`src/rtl/axis_video_pattern_gen.sv`:
```
// AXI4-Stream raster test-pattern source (ramp, grid, colour bars, coordinate code).
// Optional: define PATTERN_GEN_FRAME_STAMP_EN to stamp frame_cnt into pixel (0,0) of every frame.
module axis_video_pattern_gen #(
  parameter int WIDTH       = 1920,
  parameter int HEIGHT      = 1080,
  parameter int DATA_WIDTH  = 24,
  parameter int COORD_WIDTH = 16,
  parameter int HBLANK      = 0,
  parameter int VBLANK      = 0,
  parameter int GRID_STEP   = 64
) (
  input  logic                  clk,
  input  logic                  rst_n,
  input  logic                  enable,
  input  logic [1:0]            pattern_sel,
  output logic [DATA_WIDTH-1:0] m_axis_tdata,
  output logic                  m_axis_tvalid,
  output logic                  m_axis_tlast,
  output logic                  m_axis_tuser,
  input  logic                  m_axis_tready,
  output logic                  busy,
  output logic                  frame_done,
  output logic [15:0]           frame_cnt
);

  // Handshake: a beat moves when tvalid && tready at a rising edge; while tvalid is
  // high and tready is low, tdata/tlast/tuser are held and tvalid never drops.

  localparam int BAR_W = WIDTH / 8;
  localparam logic [COORD_WIDTH-1:0] X_LAST = COORD_WIDTH'(WIDTH - 1);
  localparam logic [COORD_WIDTH-1:0] Y_LAST = COORD_WIDTH'(HEIGHT - 1);
  localparam logic [COORD_WIDTH-1:0] G_LAST = COORD_WIDTH'(GRID_STEP - 1);
  localparam logic [COORD_WIDTH-1:0] B_LAST = COORD_WIDTH'(BAR_W - 1);
  localparam logic [15:0]            HB_LOAD = 16'(HBLANK - 1);
  localparam logic [15:0]            VB_LOAD = 16'(VBLANK - 1);

  typedef enum logic [1:0] {
    S_IDLE   = 2'd0,
    S_ACTIVE = 2'd1,
    S_HBLANK = 2'd2,
    S_VBLANK = 2'd3
  } state_t;

  state_t state_q, state_n;

  // Coordinates of the pixel currently presented (or next to present after a blank).
  logic [COORD_WIDTH-1:0] x_q, x_n, y_q, y_n;
  logic [COORD_WIDTH-1:0] gx_q, gx_n, gy_q, gy_n;
  logic [COORD_WIDTH-1:0] bpos_q, bpos_n;
  logic [2:0]             bar_q, bar_n;
  logic [1:0]             pat_q, pat_n;
  logic [15:0]            blank_q, blank_n;

  logic [DATA_WIDTH-1:0]  tdata_q, tdata_n;
  logic                   tvalid_q, tvalid_n, tlast_q, tlast_n, tuser_q, tuser_n;
  logic                   done_q, done_n, busy_q, busy_n;
  logic [15:0]            cnt_q, cnt_n;
  logic                   load, start, stop;

  function automatic logic [DATA_WIDTH-1:0] pixel(
    input logic [1:0]             pat,
    input logic [COORD_WIDTH-1:0] px,
    input logic [COORD_WIDTH-1:0] py,
    input logic [COORD_WIDTH-1:0] pgx,
    input logic [COORD_WIDTH-1:0] pgy,
    input logic [2:0]             pbar
  );
    logic [23:0] rgb;
    case (pat)
      2'd0: rgb = {8'(px), 8'(px), 8'(px)};
      2'd1: rgb = (pgx == '0 || pgy == '0) ? 24'hFFFFFF : 24'h000000;
      2'd2: begin
        case (pbar)
          3'd0:    rgb = 24'hFFFFFF;
          3'd1:    rgb = 24'hFFFF00;
          3'd2:    rgb = 24'h00FFFF;
          3'd3:    rgb = 24'h00FF00;
          3'd4:    rgb = 24'hFF00FF;
          3'd5:    rgb = 24'hFF0000;
          3'd6:    rgb = 24'h0000FF;
          default: rgb = 24'h000000;
        endcase
      end
      default: rgb = {12'(py), 12'(px)};
    endcase
    return DATA_WIDTH'(rgb);
  endfunction

  always_comb begin
    state_n  = state_q;
    x_n      = x_q;
    y_n      = y_q;
    gx_n     = gx_q;
    gy_n     = gy_q;
    bpos_n   = bpos_q;
    bar_n    = bar_q;
    pat_n    = pat_q;
    blank_n  = blank_q;
    tdata_n  = tdata_q;
    tvalid_n = tvalid_q;
    tlast_n  = tlast_q;
    tuser_n  = tuser_q;
    done_n   = 1'b0;
    cnt_n    = cnt_q;
    load     = 1'b0;
    start    = 1'b0;
    stop     = 1'b0;

    case (state_q)
      S_IDLE: begin
        if (enable) start = 1'b1;
      end
      S_ACTIVE: begin
        if (m_axis_tready) begin
          if (x_q != X_LAST) begin
            x_n  = x_q + 1'b1;
            gx_n = (gx_q == G_LAST) ? '0 : gx_q + 1'b1;
            if (bpos_q == B_LAST) begin
              bpos_n = '0;
              if (bar_q != 3'd7) bar_n = bar_q + 3'd1;
            end else begin
              bpos_n = bpos_q + 1'b1;
            end
            load = 1'b1;
          end else begin
            x_n    = '0;
            gx_n   = '0;
            bpos_n = '0;
            bar_n  = 3'd0;
            if (y_q != Y_LAST) begin
              y_n  = y_q + 1'b1;
              gy_n = (gy_q == G_LAST) ? '0 : gy_q + 1'b1;
              if (HBLANK > 0) begin
                state_n = S_HBLANK;
                blank_n = HB_LOAD;
                stop    = 1'b1;
              end else begin
                load = 1'b1;
              end
            end else begin
              y_n    = '0;
              gy_n   = '0;
              done_n = 1'b1;
              cnt_n  = cnt_q + 16'd1;
              if (VBLANK > 0) begin
                state_n = S_VBLANK;
                blank_n = VB_LOAD;
                stop    = 1'b1;
              end else if (enable) begin
                start = 1'b1;
              end else begin
                state_n = S_IDLE;
                stop    = 1'b1;
              end
            end
          end
        end
      end
      S_HBLANK: begin
        if (blank_q == 16'd0) begin
          state_n = S_ACTIVE;
          load    = 1'b1;
        end else begin
          blank_n = blank_q - 16'd1;
        end
      end
      default: begin
        if (blank_q != 16'd0) begin
          blank_n = blank_q - 16'd1;
        end else if (enable) begin
          start = 1'b1;
        end else begin
          state_n = S_IDLE;
        end
      end
    endcase

    if (start) begin
      state_n = S_ACTIVE;
      x_n     = '0;
      y_n     = '0;
      gx_n    = '0;
      gy_n    = '0;
      bpos_n  = '0;
      bar_n   = 3'd0;
      pat_n   = pattern_sel;
      load    = 1'b1;
    end

    if (stop) begin
      tvalid_n = 1'b0;
      tlast_n  = 1'b0;
      tuser_n  = 1'b0;
    end

    if (load) begin
      tvalid_n = 1'b1;
      tlast_n  = (x_n == X_LAST);
      tuser_n  = (x_n == '0) && (y_n == '0);
      tdata_n  = pixel(pat_n, x_n, y_n, gx_n, gy_n, bar_n);
`ifdef PATTERN_GEN_FRAME_STAMP_EN
      // cnt_n already counts a frame that completes on this same edge.
      if (x_n == '0 && y_n == '0) tdata_n = DATA_WIDTH'(cnt_n);
`endif
    end

    busy_n = (state_n != S_IDLE);
  end

  always_ff @(posedge clk or negedge rst_n) begin
    if (!rst_n) begin
      state_q  <= S_IDLE;
      x_q      <= '0;
      y_q      <= '0;
      gx_q     <= '0;
      gy_q     <= '0;
      bpos_q   <= '0;
      bar_q    <= 3'd0;
      pat_q    <= 2'd0;
      blank_q  <= 16'd0;
      tdata_q  <= '0;
      tvalid_q <= 1'b0;
      tlast_q  <= 1'b0;
      tuser_q  <= 1'b0;
      done_q   <= 1'b0;
      cnt_q    <= 16'd0;
      busy_q   <= 1'b0;
    end else begin
      state_q  <= state_n;
      x_q      <= x_n;
      y_q      <= y_n;
      gx_q     <= gx_n;
      gy_q     <= gy_n;
      bpos_q   <= bpos_n;
      bar_q    <= bar_n;
      pat_q    <= pat_n;
      blank_q  <= blank_n;
      tdata_q  <= tdata_n;
      tvalid_q <= tvalid_n;
      tlast_q  <= tlast_n;
      tuser_q  <= tuser_n;
      done_q   <= done_n;
      cnt_q    <= cnt_n;
      busy_q   <= busy_n;
    end
  end

  assign m_axis_tdata  = tdata_q;
  assign m_axis_tvalid = tvalid_q;
  assign m_axis_tlast  = tlast_q;
  assign m_axis_tuser  = tuser_q;
  assign busy          = busy_q;
  assign frame_done    = done_q;
  assign frame_cnt     = cnt_q;

endmodule

```
`config.mk`:
```
export PLATFORM = sky130hd
export DESIGN_NAME = axis_video_pattern_gen
export DESIGN_NICKNAME = d
export VERILOG_FILES = /design/src/rtl/axis_video_pattern_gen.sv
export SDC_FILE = /design/constraint.sdc
export NUM_CORES = 1
export LEC_CHECK = 0
export CORE_UTILIZATION = 54
export CTS_CLUSTER_DIAMETER = 50
export CTS_CLUSTER_SIZE = 12
export DETAILED_ROUTE_END_ITERATION = 10
export HOLD_SLACK_MARGIN = 0.06
export PLACE_DENSITY = 0.76
export SLEW_MARGIN = 10
export SYNTH_ARGS = -nofsm -noshare
export SYNTH_HDL_FRONTEND = slang
export SYNTH_SLANG_ARGS = --single-unit
```
`constraint.sdc`:
```
create_clock -name clk -period 2.95 [get_ports clk]
set_input_delay 0.295 -clock clk [delete_from_list [all_inputs] [get_ports clk]]
set_output_delay 0.295 -clock clk [all_outputs]
set_load 0.02 [all_outputs]
```
==> flow_metrics.py <==
metrics = {
    "run_status": {
        "violations": "negative setup slack",
        "status": "finished, violations left",
    },
    "critical_path": {
        "worstPathCellList": "or4_4 > or4_4 > or4_4 > nand2_4 > nor2_1 > nor2_1 > or4b_1 > o31ai_2",
        "worstSetupEndpointType": "flip-flop",
        "worst-r2r-cell-count": 8,
        "cp_max_fo": 6,
        "critPathMostFrequentCell": "or4_4",
        "slowest_delay_ps": 580,
        "arrival_ps": 3420,
        "startpoint_type": "flip-flop",
        "slowest_stage": "or4_4",
        "critPathKind": "reg -> reg",
        "crit_required_ps": 3290,
    },
    "clock_network": {
        "path_clk_slew_ps": 60,
        "cts_buffers": 17,
        "cts_tree": "done",
        "cts.root.buffer_cell": "clkbuf_16",
        "ctsLongestPathBuffers": 2,
        "clkSinkCount": 148,
        "htree_levels": 4,
        "clock_latency_ps": 430,
    },
    "power": {
        "p_leak_nw": 4.990,
        "power_switching_w": 0.001603,
        "swShare_pct": 28.83,
        "peakVddDrop_v": 0.0006012,
        "clkPwrFrac_pct": 37.9,
        "p_seq_share_pct": 42.6,
        "p_int_w": 0.003957,
        "combPwrFrac_pct": 19.6,
        "powerDensity_mw_per_mm2": 507.1,
    },
    "die": {
        "fp-row-count": 45,
        "core_area_mm2": 0.01515,
        "fp.dieH_um": 126.3,
        "io_pins": 51,
        "die_area_mm2": 0.01595,
        "initial_core_util_pct": 55.08,
        "fp.dieW_um": 126.3,
    },
    "global_route": {
        "grt_pass1_wl_mm": 38.92,
        "grt_max_degree": 63,
        "antenna_found_initial": 0,
        "overflow": 0,
        "grt_usage_pct": 30.88,
        "grt_pass1_vias": 7722,
    },
    "drt": {
        "drt_first_pass_iters": 5,
        "routed_wl_mm": 24.43,
        "final_antenna_net_count": 0,
        "routedWlPerCell_um": 18.38,
        "viasPerCell": 6.120,
        "dr_total_vias": 8134,
        "drc": 0,
        "drt_first_iter_violations": 764,
    },
    "timing": {
        "maxSlewViolCount": 0,
        "rsz0062_at_grt": "true",
        "worst_slack_ps": -130.4,
        "finalHoldViolCount": 0,
        "period_needed_ps": 3080,
        "fmax_mhz": 324.6,
        "layout_worst_path_cycle_share_pct": 104.4,
        "setup_viol": 25,
        "worstMarginPinSlew_ps": 605.7,
        "skew_ps": 11.07,
        "slew_headroom_pct": 59.25,
        "tns_ps": -2087,
        "hold_ws_ps": 409.7,
    },
    "logic_synthesis": {
        "synth_warnings": 0,
        "synth-seq-cells": 148,
        "synthDistinctLibCells": 72,
        "ys.flop_type": "dfrtp_1",
        "syn_avg_cell_area_um2": 8.764,
        "async_reset_ff_share_pct": 100.0,
        "synth_fp_nets": 971,
        "syn_inst": 952,
        "netlist_area_mm2": 0.008343,
        "synth_edf_count": 0,
        "yosysSeqAreaShare_pct": 44.39,
    },
    "place": {
        "dp_hpwl_mm": 16.79,
        "numPortBuffers": 50,
        "place_congestion": 0.9801,
    },
    "layout": {
        "nets": 1148,
        "drive_gt1_share_pct": 21.21,
        "area_growth_pct": 31.43,
        "diodes": 0,
        "utilization_pct": 72.40,
        "num-fill-cells": 1138,
    },
    "min_path": {
        "hp-class": "in -> async",
    },
    "job": {
        "maxCapViolations": 0,
    },
}
==> area by class of cell <==
class,count,area (um^2),share of cell area [%]
Clock buffer,22,494.2,4.507
Inverter,23,86.33,0.7873
Tap cell,188,235.2,2.145
Sequential cell,148,3704,33.77
Multi-Input combinational cell,742,4678,42.66
Timing Repair Buffer,197,1690,15.42
Clock inverter,9,77.57,0.7074
==> timing repair <==
item / 4_1_cts / 5_1_grt
resized for setup: 22 / 38
endpoints found under the setup margin: 29 / 34
cloned: 0 / 2
hold endpoints to repair: 58 / 0
setup buffers: 6 / 6
pin swaps: 4 / 7
hold buffers: 1 / 0
==> power groups by stage <==
stage               logic (W)  registers (W)  clock network (W)
detailed placement    0.00100        0.00239                  0
floorplan            0.000439        0.00248                  0
CTS                   0.00104        0.00236            0.00212
finish                0.00109        0.00237            0.00211
global placement     0.000985        0.00239                  0
global route          0.00118        0.00239            0.00221
==> metal layers <==
layer  track usage (%)  up-vias  share of wire, %
met2             49.40      358                47
met3             5.863       71               6.6
met5                 0        -                 0
li1                  -     3786                 -
met1             41.39     3919                43
met4             12.97        0               3.4
==> final timing paths <==
path                                           start                   endpoint  slack (ps)
max                                 x_q[7]$_DFF_PN0_   m_axis_tuser$_DFFE_PN0P_        -130
min                                            rst_n     bpos_q[14]$_DFFE_PN0P_         410
max reg2reg                         x_q[7]$_DFF_PN0_   m_axis_tuser$_DFFE_PN0P_        -130
min reg2reg                frame_cnt[15]$_DFFE_PN0P_  frame_cnt[15]$_DFFE_PN0P_         460
max in group asynchronous                      rst_n          gy_q[4]$_DFF_PN0_        1730
min in group clk           frame_cnt[15]$_DFFE_PN0P_  frame_cnt[15]$_DFFE_PN0P_         460
==> stage by stage <==
stage | power (W) | cell area, um^2 | cells | setup slack (ps)
after floorplan | 0.002916 | 8368 | 952 | -96.39
after global placement | 0.003376 | 9966 | 1283 | -230.0
after detailed placement | 0.003395 | 9966 | 1283 | -260.0
after CTS | 0.005517 | 10690 | 1321 | -80.05
after global routing | 0.005776 | 10970 | 1329 | -265.9
final | 0.005560 | 10970 | 1329 | -130.4
==> sequential cells by signal (all words and copies together), names as in the netlist <==
name / cells
pat_q: 2
frame_cnt: 16
busy: 1
m_axis_tdata: 24
gy_q: 16
m_axis_tuser: 1
m_axis_tlast: 1
bar_q: 3
y_q: 16
state_q: 2
blank_q: 16
gx_q: 16
frame_done: 1
bpos_q: 16
m_axis_tvalid: 1
x_q: 16
==> worst max-delay path: cells and delay by family, from the launching register on <==
family / cells / cell delay [ps]
AND/OR/NAND/NOR: 7 / 2380
flip-flops: 1 / 370
AO/OA/AOI/OAI: 1 / 230
==> cells in the final DEF, fill, tap and decap left out, drive strengths merged, types with 6 or more instances in the layout <==
cell	instances
a21oi	47
a31oi	15
and2	10
and3	28
and4	6
buf	146
clkbuf	23
clkdlybuf4s50	49
dfrtp	148
ha	13
inv	23
nand2	108
nand3	45
nand4	28
nor2	105
nor3	51
nor4	21
o21a	8
o21ai	52
o22ai	12
o31ai	11
or2	6
or3	11
or4	14
xnor2	38
xor2	41
==> synthesized netlist by cell type, types with 4 or more instances <==
library cell,n,area (um^2)
nand2b_1,5,31.28
or3_1,11,68.82
buf_2,4,20.02
or2_2,6,37.54
a31oi_1,15,93.84
and3_1,28,175.2
a31o_2,4,35.03
mux2i_1,5,50.05
a21oi_1,47,235.2
o22ai_1,12,75.07
o21a_1,8,60.06
nand4_1,28,175.2
o21ai_0,51,255.2
xor2_1,41,359.1
buf_1,4,15.01
nor4_1,20,125.1
or4_1,12,90.09
nand2_1,107,401.6
and2_1,10,62.56
clkbuf_1,30,112.6
nand3_1,45,225.2
o31ai_1,10,75.07
dfrtp_1,148,3704
ha_1,13,162.7
inv_1,23,86.33
xnor2_1,38,332.8
and4_1,6,52.55
nor2_1,104,390.4
nor3_1,51,255.2
==> cell families after synthesis <==
| group | Yosys count | synth area share, % |
|---|---|---|
| buffers and inverters | 62 | 2.939 |
| adder cells (fa/ha/maj) | 13 | 1.950 |
| AND/OR/NAND/NOR | 456 | 27.43 |
| flip-flops | 148 | 44.39 |
| XOR/XNOR | 79 | 8.293 |
| AO/OA/AOI/OAI | 187 | 14.13 |
| multiplexers | 7 | 0.8698 |
(Power assumes the default switching activity.)
==> RTL change 1, RTL diff (config.mk and constraints unchanged) <==
Set the parameter `COORD_WIDTH` to 14 (it was 16).
--- a/src/rtl/axis_video_pattern_gen.sv
+++ b/src/rtl/axis_video_pattern_gen.sv
@@ -4,7 +4,7 @@
   parameter int WIDTH       = 1920,
   parameter int HEIGHT      = 1080,
   parameter int DATA_WIDTH  = 24,
-  parameter int COORD_WIDTH = 16,
+  parameter int COORD_WIDTH = 14,
   parameter int HBLANK      = 0,
   parameter int VBLANK      = 0,
   parameter int GRID_STEP   = 64
Check against the original RTL: same outputs for any inputs over 4 cycles, from zero or initial values and one cycle with rst_n low; that may be too few to reach the edited logic, so the function may still have changed.
==> RTL change 1 against the unedited design <==
The run still ends with negative setup slack left; critical path depth is 4 higher; die area is 8.6% lower; sequential cell count is 10 lower; critical path type unchanged; synthesized area is 8.7% lower; final cell count is 11% lower; setup slack better by 48 ps; wire length is 5.9% lower; core utilization is 1.5 points higher; design area is 6.8% lower.
Power is not compared: it rests on default switching activity, and its combinational part moved more than twofold at a synthesized area within 25%.
==> RTL change 1: results (changes against the unedited design) <==
- Register area share after synthesis: 0.454 (was 0.444)
- Nets: 1,013 (was 1,148)
- Status: finished, violations left (unchanged)
- Worst r2r src: y_q[8]$_DFF_PN0_ (was x_q[7]$_DFF_PN0_)
- Non-filler cells, final: 1,187 (was 1,329)
- Vias in the first global route: 7,393 (was 7,722)
- Initial drt markers: 686 (was 764)
- Final Core Density: 0.739 (was 0.724)
- Post-placement cell count: 1,125 (was 1,283)
- DR WL met3: 1410 µm (was 1620 µm)
- Post-route setup TNS: -756 ps (was -2090 ps)
- Number of non-clock buffers: 189 (was 197)
- Slew headroom: 0.515 (was 0.592)
- Multiplexer share of the synthesized area: 0.00756 (was 0.00870)
- Dpl hpwl: 15,500 µm (was 16,800 µm)
- Pre-CTS WS: -365 ps (was -260 ps)
- Min Hold Slack: 443 ps (was 410 ps)
- Number of flip-flops in the largest register: 24 (unchanged)
- PnR worst setup slack: -82.9 ps (was -130 ps)
- Wl on met1: 9270 µm (was 10,500 µm)
- Worst-path maximum fanout: 3 (was 6)
- Clock skew: 10.6 ps (was 11.1 ps)
- DP Area: 9060 µm² (was 9970 µm²)
- Failing checks: negative setup slack (unchanged)
- Xor/xnor share of the synthesized area: 0.0897 (was 0.0829)
- Worst-Skew Late Latency: 420 ps
- First-pass GRT wire length: 36,800 µm (was 38,900 µm)
- Signal buf overhead: 0.162 (was 0.154)
- Final setup viols: 23 (was 25)
- ClkCell Share: 0.0589 (was 0.0521)
- Number of fill cells: 945 (was 1,138)
- Met2 WL post-DR: 11,500 µm (was 11,400 µm)
- Area of the multi-input gates: 4220 µm² (was 4680 µm²)
- Routability cong.: 0.946 (was 0.980)
- Sequential Area: 3450 µm² (was 3700 µm²)
- CP Data Arrival Time: 3360 ps (was 3420 ps)
- Vias: 7,290 (was 8,134)
- Syn_nets: 842 (was 971)
- CP Capture Point: m_axis_tuser$_DFFE_PN0P_ (unchanged)
- Pin count of the biggest net entering global routing: 67 (was 63)
- Main area contributors after synthesis: dfrtp_1, xnor2_1, nor2_1, xor2_1, nand2_1 (was dfrtp_1, nand2_1, nor2_1, xor2_1, xnor2_1)
- Synth cell types: 69 (was 72)
- CP delay by family, top: simple AND/OR/NAND/NOR gates (unchanged)
- Average size of a mapped cell: 9.25 µm² (was 8.76 µm²)
- Post-DR wirelength/cell: 19.4 µm (was 18.4 µm)
- Post-synthesis compound-gate area fraction: 0.134 (was 0.141)
- Rows: 43 (was 45)
- Adder-cell share of the synthesized area: 0.0214 (was 0.0195)
- Share of cells above drive strength 1: 0.229 (was 0.212)
- Post-synth top cells: dfrtp_1, nor2_1, nand2_1 (was dfrtp_1, nand2_1, nor2_1)
- Drt first pass iters: 5 (unchanged)
- Num CTS Buffers: 17 (unchanged)
- Multi-input gates: 630 (was 742)
- CP max stage delay: 570 ps
- Overall Global Routing Usage: 0.325 (was 0.309)
- CTS Sinks: 138 (was 148)
- Inverters: 18 (was 23)
==> RTL change 1: cell count changes after synthesis, sizes merged, moves of 10 or more <==
cell / before / now
nand2: 108 / 83
nor3: 51 / 26
and3: 28 / 13
a31oi: 15 / 27
dfrtp: 148 / 138
nor2b: 3 / 13
nand3b: 2 / 13
o22ai: 12 / 2
a21oi: 47 / 31
nor2: 105 / 90
==> RTL change 1: routing by layer <==
metal / vias up / GRT usage
li1: 3314 / -
met1: 3551 / 0.404
met2: 357 / 0.551
met3: 68 / 0.0618
met4: 0 / 0.140
met5: - / 0
==> RTL change 1: where the power goes <==
group / switching (W) / internal (W)
sequential: 0.000217 / 0.00218
combinational: 0.00177 / 0.00145
clock: 0.000862 / 0.00133
total: 0.00285 / 0.00495
==> RTL change 1: timing repair <==
item                                   in CTS  in global routing
gates resized for setup                    32                 28
hold buffers                                1                  0
pin swaps                                  13                 13
endpoints found under the hold margin      64                  0
setup endpoints to repair                  34                 38
gates cloned                                1                  0
setup buffers                              22                  9
==> RTL change 2, RTL diff (config.mk and constraints unchanged) <==
Made on the original files. Reset style: synchronous (`rst_n`), changed in one clocked block.
--- a/src/rtl/axis_video_pattern_gen.sv
+++ b/src/rtl/axis_video_pattern_gen.sv
@@ -207,7 +207,7 @@
     busy_n = (state_n != S_IDLE);
   end
 
-  always_ff @(posedge clk or negedge rst_n) begin
+  always_ff @(posedge clk) begin
     if (!rst_n) begin
       state_q  <= S_IDLE;
       x_q      <= '0;
Behaviour: differs if rst_n is asserted again (counterexample within 4 cycles, from zero or initial values and one cycle with rst_n low); with rst_n held inactive, the same outputs for 4 cycles.
==> RTL change 2 against the unedited design <==
The run still ends with negative setup slack left; combinational power increased by 15%; power increased by 7.0%; final cell count increased by 11%; synthesized area decreased by 0.70%; non-clock buffer count increased by 62; sequential cell count unchanged; design area increased by 4.7%; wire length increased by 14%; setup slack got worse by 110 ps; critical path type unchanged; critical endpoint is now m_axis_tdata[12]$_SDFFE_PN0P_; largest power group is now clock; highest routed layer unchanged.
==> RTL change 2: results (changes against the unedited design) <==
- Synth cell types: 76 (was 72)
- Worst-Margin Slew: 1020 ps (was 606 ps)
- Primary FF master, synth: dfxtp_1 (was dfrtp_1)
- Async set or reset register ratio after synthesis: 0 (was 1.00)
- Met2 WL post-DR: 13,300 µm (was 11,400 µm)
- DP Area: 10,300 µm² (was 9970 µm²)
- Wl on met1: 11,200 µm (was 10,500 µm)
- Average size of a mapped cell: 7.88 µm² (was 8.76 µm²)
- Final setup viols: 29 (was 25)
- Post-DR wirelength/cell: 18.9 µm (was 18.4 µm)
- DR vias/cell: 6.35 (was 6.12)
- Pre-CTS WS: -341 ps (was -260 ps)
- Initial drt markers: 1,057 (was 764)
- DR WL met3: 2260 µm (was 1620 µm)
- Number of fill cells: 1,011 (was 1,138)
- Failing checks: negative setup slack (unchanged)
- PnR worst setup slack: -244 ps (was -130 ps)
- Drt first pass iters: 6 (was 5)
- Register area share after synthesis: 0.358 (was 0.444)
- Share of cells above drive strength 1: 0.255 (was 0.212)
- Vias in the first global route: 8,753 (was 7,722)
- Status: finished, violations left (unchanged)
- CP Data Arrival Time: 3490 ps (was 3420 ps)
- Worst-path maximum fanout: 7 (was 6)
- Internal power: 0.00422 W (was 0.00396 W)
- First-pass GRT wire length: 43,700 µm (was 38,900 µm)
- Main area contributors after synthesis: dfxtp_1, nor2_1, nand2_1, xor2_1, xnor2_1 (was dfrtp_1, nand2_1, nor2_1, xor2_1, xnor2_1)
- Clock skew: 25.0 ps (was 11.1 ps)
- Dpl hpwl: 18,800 µm (was 16,800 µm)
- Routability cong.: 0.988 (was 0.980)
## RTL change 2: changes by cell type in the layout (fill, tap and decap cells not counted), moves of 10 or more
cell / change
dfxtp_1: +145
nor2_1: +23
inv_1: -10
o22ai_1: -10
o211ai_1: +10
a22oi_1: +10
dfrtp_1: -148
buf_4: +54
## RTL change 2: metrics by stage
step | hold slack, ps | util | total power (W)
2_1_floorplan | 431 | - | 0.00302
3_3_place_gp | 451 | 0.696 | 0.00343
3_5_place_dp | 458 | 0.696 | 0.00347
4_1_cts | 478 | 0.757 | 0.00592
5_1_grt | 502 | 0.778 | 0.00620
6_report | 478 | 0.778 | 0.00595
## RTL change 2: final timing paths
kind | depth (start not counted) | endpoint | start
worst min-delay path | 2 | blank_q[9]$_SDFFE_PN0P_ | blank_q[9]$_SDFFE_PN0P_
worst max register to register | 13 | m_axis_tdata[12]$_SDFFE_PN0P_ | x_q[12]$_SDFF_PN0_
worst max-delay path | 13 | m_axis_tdata[12]$_SDFFE_PN0P_ | x_q[12]$_SDFF_PN0_
worst min register to register | 2 | blank_q[9]$_SDFFE_PN0P_ | blank_q[9]$_SDFFE_PN0P_
## RTL change 2: area by class of cell
type / count / area (µm²) / share of cell area
clock buffers: 18 / 439 / 0.0383
repair buffers: 259 / 2170 / 0.189
clock inverters: 14 / 221 / 0.0193
flip-flops and latches: 148 / 2970 / 0.259
multi-input cells: 833 / 5390 / 0.470
well taps: 184 / 230 / 0.0201
inverters: 14 / 52.6 / 0.00458
## RTL change 2: critical path, stage by stage, from the launching register on
cell and delay, ps:
dfxtp_2 320, or4_4 570, buf_6 140, buf_4 140, nor4_4 240, buf_4 180, o211ai_1 130, buf_4 190
nor2b_2 130, o21ai_2 80, a41o_1 240, buf_12 140, a31oi_4 360, a41oi_2 170
## RTL change 2: power by group through the flow
stage / Combinational [W] / Sequential, W / Clock [W]
6_report: 0.00125 / 0.00226 / 0.00243
5_1_grt: 0.00137 / 0.00228 / 0.00254
4_1_cts: 0.00121 / 0.00226 / 0.00244
3_5_place_dp: 0.00117 / 0.00230 / 0
3_3_place_gp: 0.00114 / 0.00230 / 0
2_1_floorplan: 0.000696 / 0.00232 / 0
## RTL change 2: logic make-up after synthesis
kind of cell	after synthesis	share of synthesized area
AND/OR/NAND/NOR	507	0.312
AO/OA/AOI/OAI	230	0.189
flip-flops	148	0.358
XOR/XNOR	75	0.0793
buffers and inverters	70	0.0322
adder cells (fa/ha/maj)	13	0.0196
multiplexers	8	0.00997
## RTL change 2: what timing repair did
item,4_1_cts,5_1_grt
pin swaps,18,25
gates resized for setup,30,47
setup endpoints to repair,35,37
setup buffers,18,12
## RTL change 2: routing by layer
layer,vias to the layer above,global-route usage
met5,-,0
met4,0,0.159
met3,111,0.0629
met2,515,0.575
met1,4447,0.437
li1,4268,-
